`src/rtl/trace_pkg.sv`:
```
// trace_pkg: shared types and constants for the retire trace FIFO.
package trace_pkg;
  localparam logic [31:0] SYSCALL_INSTR = 32'h0000_000C;
  typedef struct packed {
    logic [31:0] pc;
    logic [31:0] instr;
    logic [4:0]  rd;
    logic        wr;
    logic [31:0] wdata;
  } trace_rec_t;
  typedef enum logic [1:0] {RUN, DRAIN, DONE} trace_state_t;
endpackage

```
`src/rtl/sync_fifo.sv`:
```
// sync_fifo: single-clock FIFO storage with wrapping pointers and occupancy count.
module sync_fifo #(
  parameter int WIDTH = 8,
  parameter int DEPTH = 16,
  localparam int AW = $clog2(DEPTH),
  localparam int CW = AW + 1
) (
  input  logic             clk,
  input  logic             reset,
  input  logic             push,
  input  logic             pop,
  input  logic [WIDTH-1:0] wdata,
  output logic [WIDTH-1:0] rdata,
  output logic [CW-1:0]    count
);
  logic [WIDTH-1:0] mem [DEPTH];
  logic [AW-1:0] wptr, rptr;
  always_ff @(posedge clk or negedge reset)
    if (!reset) begin
      wptr  <= '0;
      rptr  <= '0;
      count <= '0;
    end else begin
      if (push) wptr <= wptr + AW'(1);
      if (pop) rptr <= rptr + AW'(1);
      count <= count + CW'(push) - CW'(pop);
    end
  // Storage is never reset; only entries below count are ever observed.
  always_ff @(posedge clk)
    if (push) mem[wptr] <= wdata;
  assign rdata = mem[rptr];
endmodule

```
`src/rtl/retire_trace_fifo.sv`:
```
// retire_trace_fifo: buffers retired-instruction records, counts drops when full,
// and stops accepting after a syscall retires, signalling done once drained.
module retire_trace_fifo
  import trace_pkg::*;
#(
  parameter int DEPTH = 16,
  parameter int CNT_W = 16,
  localparam int CW = $clog2(DEPTH) + 1
) (
  input  logic             clk,
  input  logic             reset,
  input  logic             commit_valid,
  input  logic [31:0]      commit_pc,
  input  logic [31:0]      commit_instr,
  input  logic [4:0]       commit_rd,
  input  logic             commit_wr,
  input  logic [31:0]      commit_wdata,
  output logic             trace_valid,
  input  logic             trace_ready,
  output logic [31:0]      trace_pc,
  output logic [31:0]      trace_instr,
  output logic [4:0]       trace_rd,
  output logic             trace_wr,
  output logic [31:0]      trace_wdata,
  output logic [CW-1:0]    count,
  output logic             overflow,
  output logic [CNT_W-1:0] drop_cnt,
  output logic             done
);
  trace_state_t state, state_nx;
  trace_rec_t rec, head;
  logic run, full, push, pop, drop;
  assign run         = state == RUN;
  assign full        = count == CW'(DEPTH);
  assign trace_valid = count != '0;
  assign pop         = trace_valid & trace_ready;
  assign push        = commit_valid & run & (!full | pop);
  assign drop        = commit_valid & run & full & !pop;
  assign done        = state == DONE;
  assign rec = '{pc: commit_pc, instr: commit_instr, rd: commit_rd, wr: commit_wr, wdata: commit_wdata};
  sync_fifo #(.WIDTH($bits(trace_rec_t)), .DEPTH(DEPTH)) u_fifo (
    .clk   (clk),
    .reset (reset),
    .push  (push),
    .pop   (pop),
    .wdata (rec),
    .rdata (head),
    .count (count)
  );
  assign trace_pc    = head.pc;
  assign trace_instr = head.instr;
  assign trace_rd    = head.rd;
  assign trace_wr    = head.wr;
  assign trace_wdata = head.wdata;
  // A syscall ends the program whether or not its record fit in the buffer.
  always_comb begin
    state_nx = state;
    if (run && commit_valid && commit_instr == SYSCALL_INSTR) state_nx = DRAIN;
    if (state == DRAIN && (count == '0 || (count == CW'(1) && pop))) state_nx = DONE;
  end
  always_ff @(posedge clk or negedge reset)
    if (!reset) begin
      state    <= RUN;
      overflow <= 1'b0;
      drop_cnt <= '0;
    end else begin
      state <= state_nx;
      if (drop) begin
        overflow <= 1'b1;
        drop_cnt <= &drop_cnt ? drop_cnt : drop_cnt + CNT_W'(1);
      end
    end
endmodule

```
`config.mk`:
```
export PLATFORM = sky130hd
export DESIGN_NAME = retire_trace_fifo
export DESIGN_NICKNAME = d
export VERILOG_FILES = /design/src/rtl/trace_pkg.sv /design/src/rtl/sync_fifo.sv /design/src/rtl/retire_trace_fifo.sv
export SDC_FILE = /design/constraint.sdc
export NUM_CORES = 2
export LEC_CHECK = 0
export ABC_CLOCK_PERIOD_IN_PS = 11200
export CAP_MARGIN = 20
export CORE_AREA = 2 2 335 337
export CTS_BUF_LIST = sky130_fd_sc_hd__clkbuf_8
export DETAILED_ROUTE_END_ITERATION = 16
export DIE_AREA = 0 0 337 339
export PLACE_DENSITY_LB_ADDON = 0.05
export REMOVE_ABC_BUFFERS = 1
export SYNTH_ARGS = -nofsm -noshare
export SYNTH_HDL_FRONTEND = slang
export SYNTH_SLANG_ARGS = --single-unit
export TNS_END_PERCENT = 1
```
`constraint.sdc`:
```
create_clock -name clk -period 11.2 [get_ports clk]
set_clock_uncertainty 0.2 [all_clocks]
set_input_delay 2.24 -clock clk [delete_from_list [all_inputs] [get_ports clk]]
set_output_delay 2.24 -clock clk [all_outputs]
set_load 0.01 [all_outputs]
```
==> out/results.ini <==
[critical_path]
worstPathMaxFanout=42
path_cells=buf_16 -> buf_4 -> buf_4 -> mux4_2 -> a22oi_1 -> nand2_1 -> clkdlybuf4s50_1
r2r_cells=7
regToRegSetupSlack_ns=6.99
regToRegStartpoint=state[0]
end_kind=output pin
r2r_end=u_fifo.mem[12][91]
cpPeakStageDelay_ns=0.77
cp_top_family=buffers and inverters
arrival_ns=4.90
startpoint_type=register
cp_data_required_time_ns=8.76
cp_slowest_cell=buf_4
path_class=reg2out
critical_path_buf_inv_count=4
crit_path_frequent_cell=buf_4

[synth]
synth-edff-count=1632
ys_types=47
synth.top_cells.by_area=edfxtp_1 (78%), mux4_2 (15%), a22oi_1 (2.4%), dfrtp_1 (1.3%), nand2_1 (0.68%)
synth_most_common_cell=edfxtp_1
synth_area_leader_cell=edfxtp_1
ys_ff_latch=1664
syn_avg_cell_area_um2=23.4
ys_async_sr_fraction_pct=1.92
yosys_warnings=0
synth_cells=2675
seq_area_frac_synth_pct=79.4
synth_commonest_cells=edfxtp_1 (1632), mux4_2 (408), a22oi_1 (204)
synth_flop_cell=edfxtp_1
yosysTopAreaCellShare_pct=78.2
syn-cell-area_mm2=0.0627

[die]
num_rows=122
die_area_mm2=0.114
start_util_pct=56.8
fp.dieH_um=339
core-area_mm2=0.110
fp.dieW_um=337
pin_count=232

[hold_path]
holdCritStartpoint=overflow
whs_path_depth=1
min_to=overflow
hp-class=reg2reg

[cts]
h-tree-depth=5
insertion_delay_ns=0.91
clkSinkCount=1664
cts_tree=yes
numCtsBuffers=283
clockRootBuffer=clkbuf_8
clkTransAtPathRegs_ns=0.06
cts_resized=0
postCtsSetupBuffers=0
hold_buffers=0
clk_path_buf_depth=4

[grt]
grt_max_degree=175
grt_pass1_wl_um=210000
overflow=0
antenna_found_initial=11
grt_usage_pct=25.7
grt_pass1_vias=32023

[sta]
finalHoldViolCount=0
layout_min_cycle_time_ns=7.34
grt_setup_unrepaired=no
post-route-period-util_pct=65.5
drv_slew=0
fin_tns_setup_ns=0
setup_viol=0
clock.fmax_ghz=0.136
tightest_slew_ns=1.14
slew_headroom_pct=24.0

[route]
via_count=29897
wl_per_cell_um=29.9
avgViaCountPerCell=6.25
drtIter0Drc=2833
firstDrtPassIters=5
drc=0
antenna_left=0
totalWireLength_um=143000

[place]
place_congestion=0.795
hpwl_um=69600
dp.cells=4315
dpl_cell_area_mm2=0.0668
io_buffer_count=231

[layout]
drive_above_1_share_pct=25.2
areaGrowthSynthToFinish_pct=14.4
stdcell_count=4786
finalInstanceArea_mm2=0.0717
final_nets=3231

[status]
status=completed

[power]
p_leak_uw=0.0230
power.density_mw_per_mm2=251
ir_drop_uv=254

[run]
maxCapViolCount=0

stage by stage:
| step | worst slack, ns | utilization, % | total power (uW) | hold WS (ns) |
|---|---|---|---|---|
| final | 3.86 | 65.0 | 18000 | 0.296 |
| after global routing | 3.46 | 65.0 | 18800 | 0.303 |
| after CTS | 3.42 | 64.9 | 18200 | 0.289 |
| after detailed placement | 4.45 | 60.5 | 13400 | 0.260 |
| after global placement | 4.48 | 60.5 | 13300 | 0.259 |
| after floorplan | -8.01 | - | 12500 | 0.283 |
area by class of cell:
| class | instances | area [um2] |
|---|---|---|
| clock inverter | 176 | 883 |
| inverter | 15 | 56.3 |
| sequential | 1664 | 49800 |
| multi-input combinational | 856 | 12200 |
| clock buffer | 290 | 3990 |
| timing repair buffer | 293 | 2850 |
| tap | 1488 | 1860 |
| antenna | 4 | 10.0 |
| fill | 7250 | 38700 |
worst max path at each step:
stage	start	endpoint	slack, ns	depth (start not counted)
finish	u_fifo.rptr[0]	trace_rd[3]	3.86	7
global route	u_fifo.rptr[0]	trace_wdata[27]	3.46	7
CTS	u_fifo.rptr[0]	trace_rd[3]	3.42	6
detailed placement	u_fifo.rptr[0]	trace_rd[3]	4.45	6
global placement	u_fifo.rptr[0]	trace_pc[29]	4.48	6
floorplan	u_fifo.rptr[0]	trace_instr[0]	-8.01	3
power by group:
part | switching, uW | internal, uW
clock network | 2270 | 2520
registers | 227 | 7470
logic | 2940 | 2560
cells by family (layout without fill, tap and decap cells):
| logic type | after synthesis | in the layout | synth area share (%) |
|---|---|---|---|
| xor+xnor | 23 | 23 | 0.321 |
| buf+inv | 155 | 774 | 1.21 |
| mux | 411 | 411 | 14.7 |
| flops | 1664 | 1664 | 79.4 |
| fa+ha+maj | 12 | 12 | 0.251 |
| other cells | 0 | 4 | 0 |
| compound gates | 223 | 223 | 2.65 |
| simple gates | 187 | 187 | 1.42 |
worst reg2reg max path: stages, from the launching register on:
cell and delay (ns):
dfrtp_1 0.43, or3b_1 0.42, a31o_2 0.32, inv_2 0.16, nand3_1 0.32, nor2_4 0.57, buf_4 0.76, buf_4 0.63
routing by layer:
layer / vias up / part of all wire [%] / GRT usage, % / wire length (um)
met2: 1156 / 49 / 40.5 / 70200
met4: 16 / 1.9 / 6.98 / 2720
met5: - / 0.067 / 0 / 96
met3: 226 / 7.2 / 5.70 / 10300
li1: 12379 / - / - / -
met1: 16120 / 42 / 36.8 / 59800
flip-flops by register name (all words and copies together), names as in the netlist:
name          count
u_fifo.mem     1632
drop_cnt         16
u_fifo.count      5
u_fifo.rptr       4
u_fifo.wptr       4
state             2
overflow          1
placed cells by master (no fill, tap or decap), types with 3 or more instances in the layout:
| cell | n |
|---|---|
| a21oi_1 | 3 |
| a22oi_1 | 204 |
| and2_4 | 5 |
| and3_1 | 5 |
| and4_1 | 5 |
| buf_12 | 4 |
| buf_4 | 57 |
| bufinv_16 | 6 |
| clkbuf_8 | 290 |
| clkdlybuf4s50_1 | 231 |
| clkinv_1 | 66 |
| clkinv_2 | 21 |
| clkinvlp_4 | 9 |
| dfrtp_1 | 30 |
| diode_2 | 4 |
| edfxtp_1 | 1632 |
| ha_1 | 11 |
| inv_1 | 87 |
| mux4_2 | 408 |
| nand2_1 | 114 |
| nand2b_1 | 3 |
| nand3_1 | 5 |
| nand4_1 | 7 |
| nor2_1 | 3 |
| nor2_4 | 5 |
| nor2b_1 | 3 |
| nor3_1 | 5 |
| nor3_2 | 4 |
| nor4_1 | 7 |
| nor4_2 | 4 |
| o211ai_1 | 5 |
| xnor2_1 | 14 |
| xor2_1 | 9 |
Note: power is estimated with default switching activity, not from simulation.
